--- config.mk ---
export PLATFORM = sky130hd
export DESIGN_NAME = maxigp_port_splitter
export DESIGN_NICKNAME = d
export VERILOG_FILES = /design/src/rtl/maxigp_port_splitter.sv
export SDC_FILE = /design/constraint.sdc
export NUM_CORES = 1
export LEC_CHECK = 0
export ABC_AREA = 1
export CAP_MARGIN = 30
export CORE_AREA = 2 2 322 324
export CTS_BUF_LIST = sky130_fd_sc_hd__clkbuf_16
export DETAILED_ROUTE_END_ITERATION = 8
export DIE_AREA = 0 0 324 326
export SKIP_LAST_GASP = 1
export SLEW_MARGIN = 20
export SYNTH_ARGS = -nofsm -noshare
export SYNTH_HDL_FRONTEND = slang
export SYNTH_SLANG_ARGS = --single-unit
--- constraint.sdc ---
create_clock -name CLK -period 4.4 [get_ports CLK]
set_input_delay 0.88 -clock CLK [delete_from_list [all_inputs] [get_ports CLK]]
set_output_delay 0.88 -clock CLK [all_outputs]
set_load 0.05 [all_outputs]
--- src/rtl/maxigp_port_splitter.sv ---
// maxigp_port_splitter
//
// Routes the PS7 MAXIGP0 AXI GP master channels to NPORT user slave ports.
// A 4-bit field of the address, addr[SEL_LSB+3:SEL_LSB], selects the port.
// Read and write directions are handled by two independent FSMs, and each
// direction has at most one transaction in flight. An address that selects
// a port number >= NPORT is answered locally with DECERR (resp = 2'b11).
//
// Ports:
//   CLK, nRST                 clock, asynchronous active-low reset
//   MAXIGP0_O_AR / _AW        upstream read/write address (addr, id, len)
//   MAXIGP0_O_W               upstream write data (data, id ignored, last)
//   MAXIGP0_I_R               upstream read data (data, id, last, resp)
//   MAXIGP0_I_B               upstream write response (id, resp)
//   port_AR / port_AW         per-port address handshakes (addr, len), packed by port
//   port_W                    per-port write data (data, last)
//   port_R                    per-port read data (data, last, resp)
//   port_B                    per-port write response (resp)
// Packed per-port vectors carry port n at [n*W +: W].
module maxigp_port_splitter #(
   parameter int NPORT      = 4,
   parameter int DATA_WIDTH = 32,
   parameter int ID_WIDTH   = 12,
   parameter int SEL_LSB    = 12
) (
   input  logic                        CLK,
   input  logic                        nRST,

   input  logic                        MAXIGP0_O_AR__ENA,
   output logic                        MAXIGP0_O_AR__RDY,
   input  logic [31:0]                 MAXIGP0_O_AR_addr,
   input  logic [ID_WIDTH-1:0]         MAXIGP0_O_AR_id,
   input  logic [3:0]                  MAXIGP0_O_AR_len,

   input  logic                        MAXIGP0_O_AW__ENA,
   output logic                        MAXIGP0_O_AW__RDY,
   input  logic [31:0]                 MAXIGP0_O_AW_addr,
   input  logic [ID_WIDTH-1:0]         MAXIGP0_O_AW_id,
   input  logic [3:0]                  MAXIGP0_O_AW_len,

   input  logic                        MAXIGP0_O_W__ENA,
   output logic                        MAXIGP0_O_W__RDY,
   input  logic [DATA_WIDTH-1:0]       MAXIGP0_O_W_data,
   input  logic [ID_WIDTH-1:0]         MAXIGP0_O_W_id,
   input  logic                        MAXIGP0_O_W_last,

   output logic                        MAXIGP0_I_R__ENA,
   input  logic                        MAXIGP0_I_R__RDY,
   output logic [DATA_WIDTH-1:0]       MAXIGP0_I_R_data,
   output logic [ID_WIDTH-1:0]         MAXIGP0_I_R_id,
   output logic                        MAXIGP0_I_R_last,
   output logic [1:0]                  MAXIGP0_I_R_resp,

   output logic                        MAXIGP0_I_B__ENA,
   input  logic                        MAXIGP0_I_B__RDY,
   output logic [ID_WIDTH-1:0]         MAXIGP0_I_B_id,
   output logic [1:0]                  MAXIGP0_I_B_resp,

   output logic [NPORT-1:0]            port_AR__ENA,
   input  logic [NPORT-1:0]            port_AR__RDY,
   output logic [32*NPORT-1:0]         port_AR_addr,
   output logic [4*NPORT-1:0]          port_AR_len,

   output logic [NPORT-1:0]            port_AW__ENA,
   input  logic [NPORT-1:0]            port_AW__RDY,
   output logic [32*NPORT-1:0]         port_AW_addr,
   output logic [4*NPORT-1:0]          port_AW_len,

   output logic [NPORT-1:0]            port_W__ENA,
   input  logic [NPORT-1:0]            port_W__RDY,
   output logic [DATA_WIDTH*NPORT-1:0] port_W_data,
   output logic [NPORT-1:0]            port_W_last,

   input  logic [NPORT-1:0]            port_R__ENA,
   output logic [NPORT-1:0]            port_R__RDY,
   input  logic [DATA_WIDTH*NPORT-1:0] port_R_data,
   input  logic [NPORT-1:0]            port_R_last,
   input  logic [2*NPORT-1:0]          port_R_resp,

   input  logic [NPORT-1:0]            port_B__ENA,
   output logic [NPORT-1:0]            port_B__RDY,
   input  logic [2*NPORT-1:0]          port_B_resp
);

   typedef enum logic [1:0] {RD_IDLE, RD_ISSUE, RD_DATA, RD_ERR} rd_state_t;
   typedef enum logic [2:0] {WR_IDLE, WR_ISSUE, WR_DATA, WR_RESP, WR_DRAIN, WR_ERR} wr_state_t;

   localparam logic [4:0] NPORT_W = 5'(NPORT);

   rd_state_t             rd_state, rd_next;
   wr_state_t             wr_state, wr_next;
   logic                  ready_en;
   logic [31:0]           rd_addr, wr_addr;
   logic [ID_WIDTH-1:0]   rd_id, wr_id;
   logic [3:0]            rd_len, wr_len;
   logic [3:0]            rd_sel, wr_sel;
   logic [3:0]            rd_cnt;
   logic [3:0]            ar_sel, aw_sel;
   logic                  ar_hit, aw_hit, ar_fire, aw_fire, rd_err_last;
   logic                  unused_w_id;

   // The W id carries no information here; the latched AW id is used instead.
   assign unused_w_id = ^MAXIGP0_O_W_id;

   assign ar_sel      = MAXIGP0_O_AR_addr[SEL_LSB+3:SEL_LSB];
   assign aw_sel      = MAXIGP0_O_AW_addr[SEL_LSB+3:SEL_LSB];
   assign ar_hit      = ({1'b0, ar_sel} < NPORT_W);
   assign aw_hit      = ({1'b0, aw_sel} < NPORT_W);
   assign ar_fire     = MAXIGP0_O_AR__ENA && MAXIGP0_O_AR__RDY;
   assign aw_fire     = MAXIGP0_O_AW__ENA && MAXIGP0_O_AW__RDY;
   assign rd_err_last = (rd_cnt == rd_len);

   // Address/len come from registers and are broadcast; only the ENA of the
   // selected port qualifies them. W data is broadcast the same way.
   assign port_AR_addr    = {NPORT{rd_addr}};
   assign port_AR_len     = {NPORT{rd_len}};
   assign port_AW_addr    = {NPORT{wr_addr}};
   assign port_AW_len     = {NPORT{wr_len}};
   assign port_W_data     = {NPORT{MAXIGP0_O_W_data}};
   assign port_W_last     = {NPORT{MAXIGP0_O_W_last}};
   assign MAXIGP0_I_R_id  = rd_id;
   assign MAXIGP0_I_B_id  = wr_id;

   // ready_en holds AR/AW ready low until the first clock after reset release.
   // The DECERR beat counter restarts on every accepted AR.
   always_ff @(posedge CLK or negedge nRST) begin
      if (!nRST) begin
         ready_en <= 1'b0;
         rd_state <= RD_IDLE;
         rd_addr  <= '0;
         rd_id    <= '0;
         rd_len   <= '0;
         rd_sel   <= '0;
         rd_cnt   <= '0;
      end else begin
         ready_en <= 1'b1;
         rd_state <= rd_next;
         if (ar_fire) begin
            rd_addr <= MAXIGP0_O_AR_addr;
            rd_id   <= MAXIGP0_O_AR_id;
            rd_len  <= MAXIGP0_O_AR_len;
            rd_sel  <= ar_sel;
            rd_cnt  <= '0;
         end else if (rd_state == RD_ERR && MAXIGP0_I_R__RDY) begin
            rd_cnt <= rd_err_last ? 4'd0 : rd_cnt + 4'd1;
         end
      end
   end

   // Write address latch and write FSM state register.
   always_ff @(posedge CLK or negedge nRST) begin
      if (!nRST) begin
         wr_state <= WR_IDLE;
         wr_addr  <= '0;
         wr_id    <= '0;
         wr_len   <= '0;
         wr_sel   <= '0;
      end else begin
         wr_state <= wr_next;
         if (aw_fire) begin
            wr_addr <= MAXIGP0_O_AW_addr;
            wr_id   <= MAXIGP0_O_AW_id;
            wr_len  <= MAXIGP0_O_AW_len;
            wr_sel  <= aw_sel;
         end
      end
   end

   // Read FSM: issue AR to the selected port, then pass R through unchanged
   // except for the id. Misses produce len+1 zero-data DECERR beats locally.
   always_comb begin
      rd_next           = rd_state;
      MAXIGP0_O_AR__RDY = 1'b0;
      MAXIGP0_I_R__ENA  = 1'b0;
      MAXIGP0_I_R_data  = '0;
      MAXIGP0_I_R_last  = 1'b0;
      MAXIGP0_I_R_resp  = 2'b00;
      port_AR__ENA      = '0;
      port_R__RDY       = '0;
      case (rd_state)
         RD_IDLE: begin
            MAXIGP0_O_AR__RDY = ready_en;
            if (MAXIGP0_O_AR__ENA && ready_en)
               rd_next = ar_hit ? RD_ISSUE : RD_ERR;
         end
         RD_ISSUE: begin
            for (int n = 0; n < NPORT; n++) begin
               if (rd_sel == 4'(n)) begin
                  port_AR__ENA[n] = 1'b1;
                  if (port_AR__RDY[n])
                     rd_next = RD_DATA;
               end
            end
         end
         RD_DATA: begin
            for (int n = 0; n < NPORT; n++) begin
               if (rd_sel == 4'(n)) begin
                  MAXIGP0_I_R__ENA = port_R__ENA[n];
                  MAXIGP0_I_R_data = port_R_data[n*DATA_WIDTH +: DATA_WIDTH];
                  MAXIGP0_I_R_last = port_R_last[n];
                  MAXIGP0_I_R_resp = port_R_resp[n*2 +: 2];
                  port_R__RDY[n]   = MAXIGP0_I_R__RDY;
                  if (port_R__ENA[n] && MAXIGP0_I_R__RDY && port_R_last[n])
                     rd_next = RD_IDLE;
               end
            end
         end
         RD_ERR: begin
            MAXIGP0_I_R__ENA = 1'b1;
            MAXIGP0_I_R_resp = 2'b11;
            MAXIGP0_I_R_last = rd_err_last;
            if (MAXIGP0_I_R__RDY && rd_err_last)
               rd_next = RD_IDLE;
         end
         default: rd_next = RD_IDLE;
      endcase
   end

   // Write FSM: issue AW, pass W through until last, then pass B back with
   // the latched id. Misses swallow W beats up to last and answer DECERR.
   always_comb begin
      wr_next           = wr_state;
      MAXIGP0_O_AW__RDY = 1'b0;
      MAXIGP0_O_W__RDY  = 1'b0;
      MAXIGP0_I_B__ENA  = 1'b0;
      MAXIGP0_I_B_resp  = 2'b00;
      port_AW__ENA      = '0;
      port_W__ENA       = '0;
      port_B__RDY       = '0;
      case (wr_state)
         WR_IDLE: begin
            MAXIGP0_O_AW__RDY = ready_en;
            if (MAXIGP0_O_AW__ENA && ready_en)
               wr_next = aw_hit ? WR_ISSUE : WR_DRAIN;
         end
         WR_ISSUE: begin
            for (int n = 0; n < NPORT; n++) begin
               if (wr_sel == 4'(n)) begin
                  port_AW__ENA[n] = 1'b1;
                  if (port_AW__RDY[n])
                     wr_next = WR_DATA;
               end
            end
         end
         WR_DATA: begin
            for (int n = 0; n < NPORT; n++) begin
               if (wr_sel == 4'(n)) begin
                  MAXIGP0_O_W__RDY = port_W__RDY[n];
                  port_W__ENA[n]   = MAXIGP0_O_W__ENA;
                  if (MAXIGP0_O_W__ENA && port_W__RDY[n] && MAXIGP0_O_W_last)
                     wr_next = WR_RESP;
               end
            end
         end
         WR_RESP: begin
            for (int n = 0; n < NPORT; n++) begin
               if (wr_sel == 4'(n)) begin
                  MAXIGP0_I_B__ENA = port_B__ENA[n];
                  MAXIGP0_I_B_resp = port_B_resp[n*2 +: 2];
                  port_B__RDY[n]   = MAXIGP0_I_B__RDY;
                  if (port_B__ENA[n] && MAXIGP0_I_B__RDY)
                     wr_next = WR_IDLE;
               end
            end
         end
         WR_DRAIN: begin
            MAXIGP0_O_W__RDY = 1'b1;
            if (MAXIGP0_O_W__ENA && MAXIGP0_O_W_last)
               wr_next = WR_ERR;
         end
         WR_ERR: begin
            MAXIGP0_I_B__ENA = 1'b1;
            MAXIGP0_I_B_resp = 2'b11;
            if (MAXIGP0_I_B__RDY)
               wr_next = WR_IDLE;
         end
         default: wr_next = WR_IDLE;
      endcase
   end

endmodule

After elaboration in Yosys (flattened, before gate mapping)
Cells that the tools add are included.
{ "totals": {"reg_bits": 114, "inputBits": 316, "elab_cells": 183} }
{ "op_classes": {"addsub": 1, "magnitude_cmp": 2, "eq_ne": 20, "muxes": 114, "reduce_logical": 34} }
{ "ops": {"columns": ["operator", "count"], "rows": [
  ["2-to-1 mux 32 bit", 5],
  ["2-to-1 mux 3 bit", 28],
  ["2-to-1 mux 2 bit", 27],
  ["2-to-1 mux 1 bit", 38],
  ["2-to-1 mux 4 bit", 8],
  ["logical AND 1 bit", 27],
  ["one-hot mux 3 bit (6 select lines)", 1],
  ["equality test 4 x 2 -> 1 bit (second input constant)", 4],
  ["equality test 4 x 1 -> 1 bit (second input constant)", 2],
  ["zero test 4 bit", 2],
  ["less-than comparator 4 x 3 -> 1 bit (second input constant)", 2],
  ["!= test 2 bit (second input constant)", 4],
  ["one-hot mux 1 bit (2 select lines)", 4],
  ["one-hot mux 2 bit (2 select lines)", 2],
  ["one-hot mux 2 bit (4 select lines)", 1],
  ["equality test 3 x 2 -> 1 bit (second input constant)", 2],
  ["equality test 3 bit (second input constant)", 2],
  ["adder 4 x 1 -> 4 bit (second input constant)", 1],
  ["equality test 2 bit (second input constant)", 2],
  ["equality test 4 bit", 1],
  ["equality test 3 x 1 -> 1 bit (second input constant)", 1],
  ["zero test 3 bit", 1],
  ["AND reduction 3 bit", 1],
  ["equality test 2 x 1 -> 1 bit (second input constant)", 1],
  ["other kinds (4)", 4]
]} }

Longest topological paths before layout
Gate-level depths: netlist of the first run.
{ "logic_depth": {"word_depth": 11, "mapped_depth": 10} }

Worst setup path before layout of the first run
Ideal clock, no wire load.
{ "synth_path": {"path_kind": "reg-to-output", "start": "reg wr_addr[13] (netlist name)", "end": "out port_B__RDY[2]", "arrival_time_ns": 2.600, "t_required_ns": 3.520, "slack_ns": 0.920, "path_stages_with_launch": 5, "n_path_buf": 0, "path_cell_list": "dfrtp_1 > inv_1 > nor2_1 > nand3_1 > nor4_1"} }
{ "synth_rtl": {"columns": ["element", "line_no", "rtl"], "rows": [
  ["to (decl)", "81", "output logic [NPORT-1:0] port_B__RDY,"]
]} }

==> results.ini, run 1 <==
[hold_path]
hold_path_class=flip-flop to flip-flop
holdPathEnd=MAXIGP0_I_R_id[3]$_DFFE_PN0P_
hold_start=MAXIGP0_I_R_id[3]$_DFFE_PN0P_
min_delay_path_depth=2

[floorplan]
start_util_pct=8.39
core_area_um2=103000
die_area_um2=106000
ios=822
dieHeight_um=326
chipWidth_um=324
rows=118

[clock_network]
htreeDepth=3
clock_sinks=106
cts_resized=0
clk_path_buf_depth=2
cts-root-buf=clkbuf_16
clock_insertion_delay_worst_skew_ns=0.41
cts-hold-fix-buffers=0
cts_tree=yes
post_cts_buffers=0
cts.clk_slew.worst_paths_ns=0.10
numCtsBuffers=9

[synth]
ys_seq_elements=106
syn-num-nets=1418
syn_area_um2=8610
yosysWarnings=0
syn_inst=1101
yosysMostFrequentCell=buf_4
synth_ff_type=dfrtp_1
yosysTopAreaCellShare_pct=30.8
synth_common_cells=353 x buf_4, 262 x nand2_1, 106 x dfrtp_1, 68 x nor2_1, 49 x o21ai_0
synth_top_area_cell=dfrtp_1
ys_top_cells_by_area=dfrtp_1 31%, buf_4 31%, nand2_1 11%
synth_edf_count=0
synthArstFlopShare_pct=100
ys_seq_area_share_pct=30.8
synth_cell_types=35
synth.avg_cell_area_um2=7.82

[setup_path]
rr_startpoint=rd_addr[13]$_DFFE_PN0P_
crit_arrival_ns=3.21
crit_path_cell_trace=inv_2, nor2_4, nand2_2, buf_4, inv_1, a21oi_1, nand3_1, o21ai_1, o21ai_1, buf_12
critPathMaxStageDelay_ns=0.64
r2r_cells=10
path_max_fanout=26
r2r-end=rd_state[1]$_DFFE_PN0P_
crit_buf_inv=4
critPathLaunchType=flip-flop
cp.required_ns=3.52
critPathKind=flip-flop to output port
end_kind=output port
cpMaxStageDelayCell=dfrtp_1
ff2ff_setup_slack_ns=2.26
cp_top_family=buffers and inverters
path_common_cell=o21ai_1

[sta]
hold_viol=0
slew_viol_final=0
worst_pin_slew_ns=0.878
fin_crit_sh_pct=93.0
rsz0062_at_grt=no
whs_ns=0.476
tns_ns=0
fmax_mhz=244
slew_headroom_pct=41.5
fin_crit_ns=4.09
setup-violations-final=0
skew_ns=0.0207

[routing]
vias=8202
drtIter0Drc=323
wl_per_cell_um=18.9
via_per_inst=2.95
first_pass_iters=6
drtAntennaViolNets=0
drc=0
wl_um=52400

[finish]
syn2layout_area_growth_pct=67.1
fill_cells=11783
drive_gt1_share_pct=8.18
final_net_count=1705

[global_routing]
grt-ovfl-total=0
grt_usage_pct=9.47
grt_pass1_vias=8005
grt_pass1_wl_um=67200
antenna_found_initial=27
grt_max_degree=83

[pwr]
vdd_drop_max_v=0.000567
p_leak_nw=5.42
power_density_nw_per_um2=963

[place]
io_buffer_count=649
place.gp.congestion=0.848
dp_hpwl_um=45500

[flow_run]
maxCapViolCount=0

[status]
status=completed

[area by class of cell]
type | instances | area [µm²] | share of cell area [%]
Timing Repair Buffer | 661 | 6600 | 45.9
Multi-Input combinational cell | 569 | 2930 | 20.4
Sequential cell | 106 | 2650 | 18.4
Tap cell | 1380 | 1730 | 12.0
Clock buffer | 9 | 225 | 1.57
Inverter | 41 | 156 | 1.09
Clock inverter | 7 | 81.3 | 0.565
Antenna cell | 6 | 15.0 | 0.104
[cell families after synthesis]
| family | Yosys count | share of synthesized area [%] |
|---|---|---|
| AOI/OAI and AO/OA | 140 | 9.83 |
| adders and majority gates | 1 | 0.145 |
| DFF | 106 | 30.8 |
| and+or+nand+nor | 379 | 17.8 |
| muxes | 44 | 5.76 |
| buffers and inverters | 426 | 35.2 |
| xor gates and xnor gates | 4 | 0.407 |
| other | 1 | 0.0436 |
[flip-flops by register name, indices dropped and copies added (netlist names)]
signal          flops
rd_addr            32
MAXIGP0_I_B_id     12
rd_len              4
wr_len              4
wr_state            3
MAXIGP0_I_R_id     12
wr_addr            32
ready_en            1
rd_cnt              4
rd_state            2
[report_power, final]
| group | switching (W) | internal (W) |
|---|---|---|
| registers | 0.000798 | 0.00143 |
| clock network | 0.000513 | 0.000413 |
| logic | 0.00734 | 0.00335 |
[per-stage QoR]
step	cell area (µm²)	cells	utilization (%)	setup slack, ns	total power, W
after floorplan	8610	1101	-	0.920	0.0106
after global placement	14100	2757	13.7	0.736	0.0130
after detailed placement	14100	2757	13.7	0.706	0.0131
after CTS	14400	2773	14.0	0.211	0.0141
after global routing	14400	2774	14.0	0.125	0.0145
final	14400	2779	14.0	0.309	0.0138
[layer usage]
metal / track usage [%] / wire (µm) / vias up
met1: 9.40 / 18500 / 3769
met4: 1.72 / 784 / 18
met2: 17.8 / 27400 / 589
met5: 0.136 / 144 / -
met3: 4.46 / 5660 / 65
li1: - / - / 3761
[worst reg2reg max path: cells and delay by family (launching register included)]
| kind | cells | cell delay (ns) |
|---|---|---|
| flops | 1 | 0.64 |
| buf+inv | 1 | 0.48 |
| simple gates | 9 | 0.96 |
[how the worst max path moves through the flow]
stage | cells past startpoint | slack, ns | to | startpoint
3_5_place_dp | 10 | 0.71 | MAXIGP0_I_R_resp[1] | rd_addr[13]$_DFFE_PN0P_
5_1_grt | 10 | 0.13 | MAXIGP0_I_R_resp[1] | rd_addr[13]$_DFFE_PN0P_
2_1_floorplan | 4 | 0.92 | port_B__RDY[2] | wr_addr[13]$_DFFE_PN0P_
6_report | 10 | 0.31 | MAXIGP0_I_R_resp[1] | rd_addr[13]$_DFFE_PN0P_
3_3_place_gp | 10 | 0.74 | MAXIGP0_I_R_resp[1] | rd_addr[13]$_DFFE_PN0P_
4_1_cts | 10 | 0.21 | MAXIGP0_I_R_resp[1] | rd_addr[13]$_DFFE_PN0P_
[cells in the final DEF, fill, tap and decap left out, types with 3 or more instances in the layout]
master / n
clkdlybuf4s50_1: 631
nand2_1: 262
dfrtp_1: 106
nor2_1: 68
o21ai_0: 49
mux2_2: 44
a21oi_1: 39
inv_1: 36
nand3_1: 30
buf_4: 25
a31o_1: 20
a31oi_1: 9
clkbuf_16: 9
o211ai_1: 8
diode_2: 6
nor2_4: 5
nor2_2: 4
a21oi_2: 4
xor2_1: 4
buf_12: 4
inv_2: 3
nand2_2: 3
o21ai_1: 3
o221ai_1: 3
inv_6: 3
Note: power is estimated with default switching activity, not from simulation.
==> run 2, diff against run 1 <==
Settings changed: MAX_ROUTING_LAYER from default to met4, REMOVE_ABC_BUFFERS from default to 1.
==> run 2 against run 1 <==
  * Clock skew increased by 0.0028 ns
  * Largest cell class unchanged
  * Via count grew 3.8%
  * Combinational power about the same
  * Die area unchanged
  * Largest power group unchanged
  * Global-route usage is 1.1 points higher
  * Highest routed layer is now met4
  * Critical endpoint is now MAXIGP0_I_R_data[1]
  * Routed wire length up 8.8%
==> results.ini, run 2 (same netlist as run 1, synthesis figures left out) <==
[status]
status=completed  ; unchanged

[setup_path]
crit_buf_inv=2  ; was 4
cp.required_ns=3.52  ; about the same
critPathLaunchType=flip-flop  ; unchanged
crit_arrival_ns=3.30  ; was 3.21 ns
r2r_cells=7  ; was 10
rr_startpoint=rd_state[1]$_DFFE_PN0P_  ; was rd_addr[13]$_DFFE_PN0P_
cpMaxStageDelayCell=clkdlybuf4s50_1  ; was dfrtp_1
cp_top_family=buffers and inverters  ; unchanged
ff2ff_setup_slack_ns=2.17  ; was 2.26 ns
r2r-end=rd_cnt[1]$_DFFE_PN0P_  ; was rd_state[1]$_DFFE_PN0P_
critPathMaxStageDelay_ns=0.87  ; was 0.64 ns
end_kind=output port  ; unchanged
critPathKind=flip-flop to output port  ; unchanged
crit_path_cell_trace=nor2_1, nand2_2, clkinv_2, nand2_1, a31o_1, a21oi_1, clkdlybuf4s50_1  ; was inv_2, nor2_4, nand2_2, buf_4, inv_1, a21oi_1, nand3_1, o21ai_1, o21ai_1, buf_12
path_max_fanout=32  ; was 26

[place]
place.gp.congestion=0.811  ; was 0.848
placed_cells_incl_taps=2762  ; was 2757
placed_cell_area_um2=14100  ; about the same
dp_hpwl_um=49000  ; was 45500 µm
io_buffer_count=649  ; unchanged

[routing]
drc=0  ; unchanged
first_pass_iters=5  ; was 6
drtAntennaViolNets=0  ; unchanged
via_per_inst=3.05  ; was 2.95
vias=8512  ; was 8202
drtIter0Drc=433  ; was 323
wl_um=57000  ; was 52400 µm
wl_per_cell_um=20.5  ; was 18.9 µm

[floorplan]
rows=118  ; unchanged
die_area_um2=106000  ; unchanged
chipWidth_um=324  ; unchanged
dieHeight_um=326  ; unchanged
core_area_um2=103000  ; unchanged
start_util_pct=8.39  ; unchanged
ios=822  ; unchanged

[hold_path]
min_delay_path_depth=2  ; unchanged
hold_path_class=flip-flop to flip-flop  ; unchanged
hold_start=MAXIGP0_I_R_id[3]$_DFFE_PN0P_  ; unchanged
holdPathEnd=MAXIGP0_I_R_id[3]$_DFFE_PN0P_  ; unchanged

[sta]
worst_pin_slew_ns=0.813  ; was 0.878 ns
fin_crit_sh_pct=95.0  ; was 93.0%
fmax_mhz=239  ; was 244 MHz
slew_viol_final=0  ; unchanged
hold_viol=0  ; unchanged
rsz0062_at_grt=no  ; unchanged
skew_ns=0.0235  ; was 0.0207 ns
fin_crit_ns=4.18  ; was 4.09 ns
setup-violations-final=0  ; unchanged
slew_headroom_pct=45.7  ; was 41.5%
whs_ns=0.475  ; was 0.476 ns

[pwr]
power_density_nw_per_um2=974  ; was 963 nW/µm²
vdd_drop_max_v=0.000544  ; was 0.000567 V
p_leak_nw=5.41  ; was 5.42 nW

[flow_run]
maxCapViolCount=0  ; unchanged

[clock_network]
cts-root-buf=clkbuf_16  ; unchanged
post_cts_buffers=0  ; unchanged
cts-hold-fix-buffers=0  ; unchanged
clock_sinks=106  ; unchanged
numCtsBuffers=9  ; unchanged
clock_insertion_delay_worst_skew_ns=0.41  ; about the same
cts_tree=yes  ; unchanged
cts.clk_slew.worst_paths_ns=0.11  ; was 0.10 ns
htreeDepth=3  ; unchanged
clk_path_buf_depth=2  ; unchanged
cts_resized=0  ; unchanged

[finish]
multi_input_area_um2=2930  ; about the same
stdcell_area_um2=14400  ; about the same
layout.cells.non_filler=2787  ; was 2779
drive_gt1_share_pct=7.80  ; was 8.18%
syn2layout_area_growth_pct=67.7  ; was 67.1%
fill_cells=11820  ; was 11783
largestRegisters=rd_addr: 32 flops, wr_addr: 32 flops  ; unchanged
ff_latch_area_um2=2650  ; unchanged
final_net_count=1710  ; was 1705
layout_commonest_cell=clkdlybuf4s50_1  ; unchanged
mostFrequentLayoutCells=641 x clkdlybuf4s50_1, 262 x nand2_1, 106 x dfrtp_1  ; was 631 x clkdlybuf4s50_1, 262 x nand2_1, 106 x dfrtp_1

[global_routing]
grt_usage_pct=10.5  ; was 9.47%
antenna_found_initial=20  ; was 27
grt_pass1_vias=8346  ; was 8005
grt_pass1_wl_um=72400  ; was 67200 µm
grt_max_degree=67  ; was 83
grt-ovfl-total=0  ; unchanged

## run 2: cell types whose count changed in the layout (fill, tap and decap cells not counted), moves of 2 or more
| cell | previous run | this run |
|---|---|---|
| diode_2 | 6 | 9 |
| clkinv_8 | 1 | 4 |
| buf_4 | 25 | 23 |
| clkdlybuf4s50_1 | 631 | 641 |
| buf_12 | 4 | 1 |
| inv_6 | 3 | 1 |
## run 2: worst max path at each step
stage | startpoint | endpoint | slack (ns) | cells after the start
after floorplan | wr_addr[13]$_DFFE_PN0P_ | port_B__RDY[2] | -0.06 | 4
after global placement | rd_addr[14]$_DFFE_PN0P_ | MAXIGP0_I_R_data[23] | 0.71 | 8
after detailed placement | rd_addr[14]$_DFFE_PN0P_ | MAXIGP0_I_R_data[18] | 0.69 | 8
after CTS | rd_addr[12]$_DFFE_PN0P_ | MAXIGP0_I_R_data[1] | 0.17 | 7
after global routing | rd_addr[12]$_DFFE_PN0P_ | MAXIGP0_I_R_resp[0] | 0.09 | 9
final | rd_addr[12]$_DFFE_PN0P_ | MAXIGP0_I_R_data[1] | 0.22 | 7
## run 2: stage by stage
stage	utilization (%)	worst slack (ns)	total power (W)	setup TNS (ns)
floorplan	-	-0.0589	0.00870	-0.0802
global placement	13.7	0.709	0.0131	0
detailed placement	13.7	0.691	0.0132	0
CTS	14.0	0.172	0.0142	0
global route	14.1	0.0861	0.0146	0
finish	14.1	0.219	0.0141	0
## run 2: cell type report
cell class | instances | share of cell area (%)
multi-input combinational | 569 | 20.3
clock buffer | 9 | 1.56
sequential | 106 | 18.4
timing repair buffer | 666 | 45.9
antenna | 9 | 0.156
tap | 1380 | 12.0
clock inverter | 7 | 0.702
inverter | 41 | 1.08
## run 2: power by group
group	total [W]	switching [W]	internal, W	leakage, nW
Combinational	0.0107	0.00740	0.00333	3.97
Sequential	0.00238	0.000944	0.00143	1.29
Clock	0.000958	0.000538	0.000420	0.156
## run 2: worst min-delay path, stage by stage (launching register included)
cell     delay (ns)
dfrtp_1        0.35
nand2_1        0.05
nand2_1        0.04
## run 2: layer usage
metal,track usage [%],vias to the layer above,part of all wire [%]
met1,13.0,4080,44
met2,14.9,628,41
met3,6.09,37,13
met4,1.89,0,1.3
li1,-,3767,-
met5,-,-,0
